$ cat config.mk
export PLATFORM = sky130hd
export DESIGN_NAME = node_position_streamer
export DESIGN_NICKNAME = d
export VERILOG_FILES = /design/src/rtl/node_position_streamer.sv
export SDC_FILE = /design/constraint.sdc
export NUM_CORES = 1
export LEC_CHECK = 0
export CAP_MARGIN = 30
export CORE_MARGIN = 2
export CORE_UTILIZATION = 47
export DETAILED_ROUTE_END_ITERATION = 8
export PLACE_DENSITY = 0.8
export SYNTH_ARGS = -nofsm -noshare
export SYNTH_HDL_FRONTEND = slang
export SYNTH_SLANG_ARGS = --single-unit
$ cat constraint.sdc
create_clock -name clk_in -period 2.41 [get_ports clk_in]
set_input_delay 0.241 -clock clk_in [delete_from_list [all_inputs] [get_ports clk_in]]
set_output_delay 0.241 -clock clk_in [all_outputs]
set_load 0.03 [all_outputs]
$ cat src/rtl/node_position_streamer.sv
// node_position_streamer
//
// Producer-side front end of the center-of-mass path. A start pulse sweeps
// the node-position RAM once (addresses 0..NUM_NODES-1) and streams one
// x/y sample per node to the center-of-mass accumulator. It then pulses
// tabulate_out to make the accumulator divide, waits for its result,
// latches it and reports completion with done_out. Each start is one
// self-contained transaction.
//
// Optional feature: define NODE_MASK_EN to add node_mask_in. Bit i = 1
// suppresses node i's sample. The mask is captured on an accepted start
// and held for the whole transaction. Masked slots leave a valid_out gap.
// Sweep timing is unchanged.
//
// Ports:
//   clk_in, rst_n_in        clock, asynchronous active-low reset
//   start_in                start pulse, accepted only while idle
//   busy_out                high whenever a transaction is in progress
//   rd_en_out, addr_out     RAM read port (data returns RAM_LATENCY later)
//   x_data_in, y_data_in    RAM read data
//   x_out, y_out, valid_out node sample stream to the accumulator
//   tabulate_out            one-cycle divide trigger to the accumulator
//   com_x_in, com_y_in,
//   com_valid_in            accumulator result and its strobe
//   com_x_out, com_y_out    latched accumulator result
//   done_out                one-cycle completion pulse
//   error_out               sticky error (zero samples or result timeout),
//                           cleared by an accepted start
//   node_mask_in            per-node suppress mask (NODE_MASK_EN only)
module node_position_streamer #(
  parameter int POSITION_SIZE  = 8,
  parameter int NUM_NODES      = 16,
  parameter int RAM_LATENCY    = 2,
  parameter int TIMEOUT_CYCLES = 1024,
  localparam int AW = (NUM_NODES > 1) ? $clog2(NUM_NODES) : 1,
  localparam int TW = $clog2(TIMEOUT_CYCLES + 1)
) (
  input  logic                     clk_in,
  input  logic                     rst_n_in,
  input  logic                     start_in,
  output logic                     busy_out,
  output logic                     rd_en_out,
  output logic [AW-1:0]            addr_out,
  input  logic [POSITION_SIZE-1:0] x_data_in,
  input  logic [POSITION_SIZE-1:0] y_data_in,
  output logic [POSITION_SIZE-1:0] x_out,
  output logic [POSITION_SIZE-1:0] y_out,
  output logic                     valid_out,
  output logic                     tabulate_out,
  input  logic [POSITION_SIZE-1:0] com_x_in,
  input  logic [POSITION_SIZE-1:0] com_y_in,
  input  logic                     com_valid_in,
  output logic [POSITION_SIZE-1:0] com_x_out,
  output logic [POSITION_SIZE-1:0] com_y_out,
  output logic                     done_out,
`ifdef NODE_MASK_EN
  input  logic [NUM_NODES-1:0]     node_mask_in,
`endif
  output logic                     error_out
);

  typedef enum logic [2:0] {
    S_IDLE,
    S_FETCH,
    S_DRAIN,
    S_TABULATE,
    S_WAIT_COM,
    S_COOLDOWN,
    S_FINISH
  } state_t;

  state_t state, state_nx;

  // Control strobes decoded from the current state
  logic accept;      // start taken in IDLE
  logic fetch_last;  // last address of the sweep is being issued
  logic err_set;     // zero-sample or timeout error this cycle
  logic com_take;    // accumulator result captured this cycle

  logic [AW:0]               cnt;      // emitted samples
  logic [TW-1:0]             tmo_cnt;  // cycles spent in WAIT_COM
  logic [RAM_LATENCY-1:0]    vld_p;    // masked read strobe, tap feeds output
  logic [RAM_LATENCY:0]      raw_p;    // unmasked read strobe incl. output slot
  logic                      slot_masked;

`ifdef NODE_MASK_EN
  logic [NUM_NODES-1:0] mask_q;

  always_ff @(posedge clk_in or negedge rst_n_in) begin
    if (!rst_n_in) begin
      mask_q <= '0;
    end else if (accept) begin
      mask_q <= node_mask_in;
    end
  end

  assign slot_masked = mask_q[addr_out];
`else
  assign slot_masked = 1'b0;
`endif

  // State register
  always_ff @(posedge clk_in or negedge rst_n_in) begin
    if (!rst_n_in) begin
      state <= S_IDLE;
    end else begin
      state <= state_nx;
    end
  end

  // Next state and state-decoded outputs
  always_comb begin
    state_nx     = state;
    accept       = 1'b0;
    fetch_last   = 1'b0;
    err_set      = 1'b0;
    com_take     = 1'b0;
    busy_out     = 1'b1;
    tabulate_out = 1'b0;
    done_out     = 1'b0;
    case (state)
      S_IDLE: begin
        busy_out = 1'b0;
        if (start_in) begin
          accept   = 1'b1;
          state_nx = S_FETCH;
        end
      end
      S_FETCH: begin
        if (addr_out == AW'(NUM_NODES - 1)) begin
          fetch_last = 1'b1;
          state_nx   = S_DRAIN;
        end
      end
      S_DRAIN: begin
        // Once no read is left ahead of the output register, any sample in
        // the output register is the last one. A nonzero total (counting a
        // sample still on valid_out) can tabulate right away; a zero total
        // is only final after the last output slot, masked or not, retires.
        if (~|raw_p[RAM_LATENCY-1:0]) begin
          if ((cnt != '0) || valid_out) begin
            state_nx = S_TABULATE;
          end else if (!raw_p[RAM_LATENCY]) begin
            // Tabulating with zero mass would stall the accumulator.
            err_set  = 1'b1;
            state_nx = S_FINISH;
          end
        end
      end
      S_TABULATE: begin
        tabulate_out = 1'b1;
        state_nx     = S_WAIT_COM;
      end
      S_WAIT_COM: begin
        if (com_valid_in) begin
          com_take = 1'b1;
          state_nx = S_COOLDOWN;
        end else if (tmo_cnt == TW'(TIMEOUT_CYCLES - 1)) begin
          err_set  = 1'b1;
          state_nx = S_COOLDOWN;
        end
      end
      S_COOLDOWN: begin
        // Covers the accumulator's one-cycle internal clear.
        state_nx = S_FINISH;
      end
      S_FINISH: begin
        done_out = 1'b1;
        state_nx = S_IDLE;
      end
      default: begin
        state_nx = S_IDLE;
      end
    endcase
  end

  // Read address generation
  always_ff @(posedge clk_in or negedge rst_n_in) begin
    if (!rst_n_in) begin
      rd_en_out <= 1'b0;
      addr_out  <= '0;
    end else if (accept) begin
      rd_en_out <= 1'b1;
      addr_out  <= '0;
    end else if (fetch_last) begin
      rd_en_out <= 1'b0;
      addr_out  <= '0;
    end else if (rd_en_out) begin
      addr_out  <= addr_out + AW'(1);
    end
  end

  // Stage p0..pL-1: read strobe travels alongside the RAM latency
  always_ff @(posedge clk_in or negedge rst_n_in) begin
    if (!rst_n_in) begin
      vld_p <= '0;
      raw_p <= '0;
    end else begin
      vld_p[0] <= rd_en_out & ~slot_masked;
      raw_p[0] <= rd_en_out;
      for (int i = 1; i < RAM_LATENCY; i++) begin
        vld_p[i] <= vld_p[i-1];
      end
      for (int i = 1; i <= RAM_LATENCY; i++) begin
        raw_p[i] <= raw_p[i-1];
      end
    end
  end

  // Output stage: capture RAM data on the delayed strobe
  always_ff @(posedge clk_in or negedge rst_n_in) begin
    if (!rst_n_in) begin
      x_out     <= '0;
      y_out     <= '0;
      valid_out <= 1'b0;
    end else if (vld_p[RAM_LATENCY-1]) begin
      x_out     <= x_data_in;
      y_out     <= y_data_in;
      valid_out <= 1'b1;
    end else begin
      valid_out <= 1'b0;
    end
  end

  // Emitted-sample counter
  always_ff @(posedge clk_in or negedge rst_n_in) begin
    if (!rst_n_in) begin
      cnt <= '0;
    end else if (accept) begin
      cnt <= '0;
    end else if (valid_out) begin
      cnt <= cnt + (AW+1)'(1);
    end
  end

  // Result timeout counter, zero on every entry to WAIT_COM
  always_ff @(posedge clk_in or negedge rst_n_in) begin
    if (!rst_n_in) begin
      tmo_cnt <= '0;
    end else if (state == S_WAIT_COM) begin
      tmo_cnt <= tmo_cnt + TW'(1);
    end else begin
      tmo_cnt <= '0;
    end
  end

  // Result latch and sticky error
  always_ff @(posedge clk_in or negedge rst_n_in) begin
    if (!rst_n_in) begin
      com_x_out <= '0;
      com_y_out <= '0;
      error_out <= 1'b0;
    end else begin
      if (com_take) begin
        com_x_out <= com_x_in;
        com_y_out <= com_y_in;
      end
      if (accept) begin
        error_out <= 1'b0;
      end else if (err_set) begin
        error_out <= 1'b1;
      end
    end
  end

endmodule

==> run metrics <==
final WL=5.05 mm; met2 routed WL=2.49 mm; total global routing overflow=0; # diodes=0; initial antenna violation count=0; RSZ-0062 raised after global routing=no; ANT nets after route=0; first-pass GRT wire length=8.44 mm; Setup TNS=0 ns; worst min path class=input port to async pin; vias per std cell=4.94; initial DRC count=48; IO Count=78; Buf/Inv on CP=1; final hold slack=0.286 ns; Worst setup EP type=primary output; vias in the first global route=1830; number of synthesized flops with an enable pin=0; post-synth top area cell=dfrtp_1; Resized Gates After CTS=0; Synth cell types=37; CTS Root Cell=clkbuf_8; Area growth, synth to finish=39.8%; Port Buf Inserts=77; Critical Path AT=1.83 ns; H-tree depth=3; nets=328; CP Launch Type=flip-flop; Pwr Density=1400 nW/µm²; post-detail-place hpwl=3.55 mm; # clock sinks=60; Core Util, Final=67.1%; CTS tree=done; Worst Skew=0.00641 ns; Synth Instances=203; cell family with most CP delay=buffers and inverters; Crit-path slowest cell=clkdlybuf4s50_1; clk buf depth=2; Max Used Layer=met4; CTS clk-pin slew, worst paths=0.06 ns; Die Span Y=78.5 µm; total CTS buffers=9; Tmin final=2.07 ns; WP data required=2.17 ns; sequential share of the synthesized area=57.5%; outcome=finished clean; most used flip-flop cell after synthesis=dfrtp_1; layout cells sized above 1=19.8%; Yosys reg bits=60; Syn Nets=243; GPL Wtd Cong=0.798; final slew viol count=0; Layout Cell Area excl Fill=3650 µm²; worst-skew pair later-pin latency=0.33 ns; final setup violation count=0; Stages on worst setup path=2; CP peak stage delay=0.60 ns; met3 WL=239 µm; Synth top area share=57.5%; Crit Path Class=flip-flop to primary output; met1 WL=2.28 mm; Leak=1.57 nW; CP startpoint=state[1]; Synth async-reset ratio=100%; starting density of the core=48.0%; Synth area leaders=dfrtp_1 (57%), mux2_2 (11%), mux2_4 (5.7%); placed cell area=3440 µm²; Synth warnings=0; synthesized area per cell=12.9 µm²; largest net degree at the start of global routing=29; placed cell count=348; Syn Std Cell Area=2610 µm²; Die X=78.5 µm; peak supply drop=0.00103 V; Post-Layout Cell Count=365; WL/cell=13.8 µm; final hold viol count=0; Core ar.=5440 µm²; Slew HR=62.9%; Least-Margin Pin Slew=0.551 ns; Pre-Repair DR Iteration Count=4; die area=6170 µm²; Cell Chain, Critical Path=or3_1 > clkdlybuf4s50_1; R2R Path Start=state[2]; DRC=0; crit share post-route=85.8%; Tot GR Track Use=18.0%; worst reg2reg path depth=3; Fmax=0.484 GHz; CP Max Fanout=10; filler cell count=406; # Max-Cap Violations=0; via count=1803; # rows=27
-- worst paths after layout --
kind / to / slack (ns)
worst max-delay path: busy_out / 0.34
worst min-delay path: state[1] / 0.29
worst max register to register: com_y_out[3] / 0.53
worst min register to register: raw_p[1] / 0.39
max in group asynchronous: tmo_cnt[4] / 1.51
min in group clk_in: raw_p[1] / 0.39
-- power by group --
group	internal (mW)	switching [mW]
registers	1.42	0.344
logic	1.18	1.24
clock network	0.531	0.374
total	3.14	1.96
-- Yosys cell counts (2+ instances only) --
cell      number
a21oi_1        5
buf_6          2
clkbuf_1       4
dfrtp_1       60
ha_1           4
inv_1          6
mux2_2        25
mux2_4        10
nand2_1        9
nand3_1        4
nand4_1        6
nor2_1        24
nor2b_1        2
nor3_1         5
nor4_1         2
o21ai_0        2
or3_1          3
xnor2_1        6
xor2_1         6
-- worst register-to-register path, delay by kind of cell, from the launching register on --
| kind | cells | cell delay (ns) |
|---|---|---|
| simple gates | 2 | 0.85 |
| mux | 1 | 0.38 |
| flops | 1 | 0.53 |
-- registers in the layout, indices dropped and copies added (netlist names) --
signal     count
error_out      1
x_out          8
raw_p          3
com_y_out      8
y_out          8
com_x_out      8
tmo_cnt       11
cnt            5
addr_out       4
rd_en_out      1
state          3
-- per-stage QoR --
stage	setup WS [ns]	power, mW
2_1_floorplan	0.708	3.30
3_3_place_gp	0.567	4.17
3_5_place_dp	0.524	4.21
4_1_cts	0.320	5.15
5_1_grt	0.278	5.37
6_report	0.342	5.10
-- per-layer routing --
metal	GRT usage, %	vias to the layer above
li1	-	874
met1	21.5	876
met2	29.2	49
met3	7.47	4
met4	6.49	0
met5	0	-
-- what timing repair did --
action                    in CTS  in global routing
hold endpoints to repair       8                  0
hold buffers                   1                  0
setup buffers                  0                  0
-- placed cells by master (no fill, tap or decap), types with 2 or more instances in the layout --
cell type and n:
a21oi_1 5, mux2_4 10, nor4_1 2, o21ai_0 2
clkbuf_8 11, ha_1 4, clkinv_2 2, inv_1 6
nor2b_1 2, nor2_1 24, mux2_2 25, clkdlybuf4s50_1 76
xor2_1 6, xnor2_1 6, nand2_1 9, or3_1 3
nand4_1 6, nand3_1 4, buf_4 5, dfrtp_1 60
nor3_1 5
-- cell families after synthesis --
logic type / synth area share, %
compound gates: 3.83
xor+xnor: 4.02
fa+ha+maj: 1.92
buf+inv: 3.40
flops: 57.5
mux: 16.9
simple gates: 12.4
-- final cells by class --
class	instances	area [µm²]	share of cell area, %
Clock inverter	4	47.5	1.30
Inverter	6	22.5	0.617
Multi-Input combinational cell	128	1020	28.0
Tap cell	72	90.1	2.47
Clock buffer	12	155	4.25
Timing Repair Buffer	83	813	22.3
Sequential cell	60	1500	41.1
Power figures use the tool's default switching activity.
==> variant: new RTL, same flow settings <==
Set the parameter `TIMEOUT_CYCLES` to 2048 (it was 1024).
--- a/src/rtl/node_position_streamer.sv
+++ b/src/rtl/node_position_streamer.sv
@@ -33,3 +33,3 @@
   parameter int RAM_LATENCY    = 2,
-  parameter int TIMEOUT_CYCLES = 1024,
+  parameter int TIMEOUT_CYCLES = 2048,
   localparam int AW = (NUM_NODES > 1) ? $clog2(NUM_NODES) : 1,
Function: same outputs for any inputs over 10 cycles, from zero or initial values and one cycle with rst_n_in low; that may be too few to reach the edited logic, so the function may still have changed.
==> variant against the unedited design <==
- synthesized cell count is 2.5% higher
- via count rose by 3.1%
- count of clock-buffer cells in the layout shrank 1
- routed wire length is 3.2% higher
- sequential cell count rose by 1
- cell area increased by 1.1%
- power down 1.0%
- worst setup slack lost 0.071 ns
- area after synthesis rose by 1.8%
- largest power group unchanged
- highest routed layer unchanged
==> variant: results (changes against the unedited design) <==
Logic synthesis
The distinct cell type count after synthesis is 35 (was 37). Leading cell types by count after synthesis: 61 x sky130_fd_sc_hd__dfrtp_1, 24 x sky130_fd_sc_hd__nor2_1, 22 x sky130_fd_sc_hd__mux2_2, 10 x sky130_fd_sc_hd__mux2_4 (was 60 x sky130_fd_sc_hd__dfrtp_1, 25 x sky130_fd_sc_hd__mux2_2, 24 x sky130_fd_sc_hd__nor2_1, 10 x sky130_fd_sc_hd__mux2_4, 9 x sky130_fd_sc_hd__nand2_1). The fraction of the yosys area taken by sequential cells is 57.44% (was 57.50%). Top cells by area, synth: sky130_fd_sc_hd__dfrtp_1 57%, sky130_fd_sc_hd__mux2_2 9.3%, sky130_fd_sc_hd__mux2_4 5.6% (was sky130_fd_sc_hd__dfrtp_1 57%, sky130_fd_sc_hd__mux2_2 11%, sky130_fd_sc_hd__mux2_4 5.7%). The average cell area after synthesis is 12.78 um2 (was 12.86 um2). The net count after synthesis is 248 (was 243).

Clock tree
The count of cells resized by post-cts repair was 0 (unchanged). The depth of the CTS H-tree is 3 (unchanged). The cts-stage hold buffer count is 1 (unchanged).

The clock latency on the worst-skew pair is 0.34 ns.

Final layout
The number of flip-flops in the largest register came to 12 (was 11). The total number of nets in the final design is 330 (was 328). The fraction of layout cells with a size suffix above 1 came to 17.29% (was 19.80%). The number of fill cells in the layout was 418 (was 406).

Place
The total cell area at the placement stage is 3475 um2 (was 3438 um2). The detailed placer's ending HPWL is 3687 um (was 3548 um). The number of placed instances with taps included is 350 (was 348).

The post-place setup slack is 0.5898 ns (was 0.5244 ns). The last weighted congestion value of the routability-driven placer is 0.7215 (was 0.7984).

Global route
The global routing usage summed across all routing layers was 18.22% (was 18.00%). The first-pass GRT wire length is 8728 um (was 8438 um). The maximum number of pins on one net before global-route repair is 33 (was 29).

Power
The peak ir drop on the vdd network is 0.8436 mV (was 1.035 mV). The total net switching power came to 1.914 mW (was 1.960 mW). The static leakage is 1.602 nW (was 1.565 nW). The internal cell power is 3.131 mW (was 3.137 mW).

The fraction of power consumed by sequential logic is 35.6% (was 34.7%). The combinational logic power is 2.29 mW (was 2.43 mW).

Drt
The aggregate routed wire length is 5217 um (was 5053 um). The violation count after the first detailed-routing iteration came to 61 (was 48). The number of vias in the routed layout is 1,858 (was 1,803). The count of TritonRoute iterations in the first routing pass is 4 (unchanged). The average wire per cell in the routed design came to 14.22 um (was 13.84 um).

Timing
The worst clock skew came to 0.007561 ns (was 0.006411 ns). The measured slew at the worst slew-check pin came to 0.7486 ns (was 0.5513 ns).

Setup path
The family with the most delay on the worst path is buffers and inverters (unchanged). The cell at the slowest stage of the critical path was sky130_fd_sc_hd__clkdlybuf4s50_1 (unchanged). The largest fanout on the critical path was 12 (was 10). The data arrival at the endpoint of the critical path is 1.90 ns (was 1.83 ns).

The delay contributed by the slowest stage of the critical path came to 0.62 ns (was 0.60 ns).

Min path
The type of the worst min-delay path is flop to flop (was input port to async pin).

Status
Run status: finished clean (unchanged).
==> variant: cell types whose count changed in the layout (fill, tap and decap cells not counted), sizes merged, moves of 2 or more <==
cell   unedited run  this run
buf               6         3
mux2             35        32
and3              1         3
xor2              6         8
xnor2             6         8
mux2i             1         3
o21ai             2         4
nand2             9         6
==> variant: per-layer routing <==
layer / routed length [um] / GRT usage, %
met5: 0 / 0
met4: 89 / 9.828
met3: 372 / 4.432
met2: 2311 / 27.54
met1: 2443 / 24.23
==> variant: final timing paths <==
check | startpoint | endpoint | slack, ns | cells after the start
max | state[1]$_DFFE_PN0P_ | busy_out | 0.27 | 2
max reg2reg | state[2]$_DFFE_PN0P_ | com_y_out[2]$_DFFE_PN0P_ | 0.60 | 3
min | raw_p[0]$_DFF_PN0_ | raw_p[1]$_DFF_PN0_ | 0.43 | 0
min reg2reg | raw_p[0]$_DFF_PN0_ | raw_p[1]$_DFF_PN0_ | 0.43 | 0
min in group asynchronous | rst_n_in | com_x_out[5]$_DFFE_PN0P_ | 0.50 | 2
max in group asynchronous | rst_n_in | raw_p[0]$_DFF_PN0_ | 1.29 | 3
==> variant: kinds of logic (layout without fill, tap and decap cells) <==
family          count (synthesis)  in the layout  share of synthesized area [%]
simple gates                   63             63                          12.99
flops                          61             61                          57.44
mux                            35             35                          16.10
xor+xnor                       16             16                          5.273
buf+inv                        16            103                          3.484
compound gates                 13             13                          2.825
fa+ha+maj                       4              4                          1.883
==> variant: final cells by class <==
cell class,count,area [um2],area share (%)
tap,72,90.09,2.441
clock buffer,11,131.4,3.559
timing repair buffer,80,803.3,21.76
sequential,61,1526,41.36
inverter,7,26.28,0.7119
clock inverter,5,75.07,2.034
multi-input combinational,131,1039,28.14
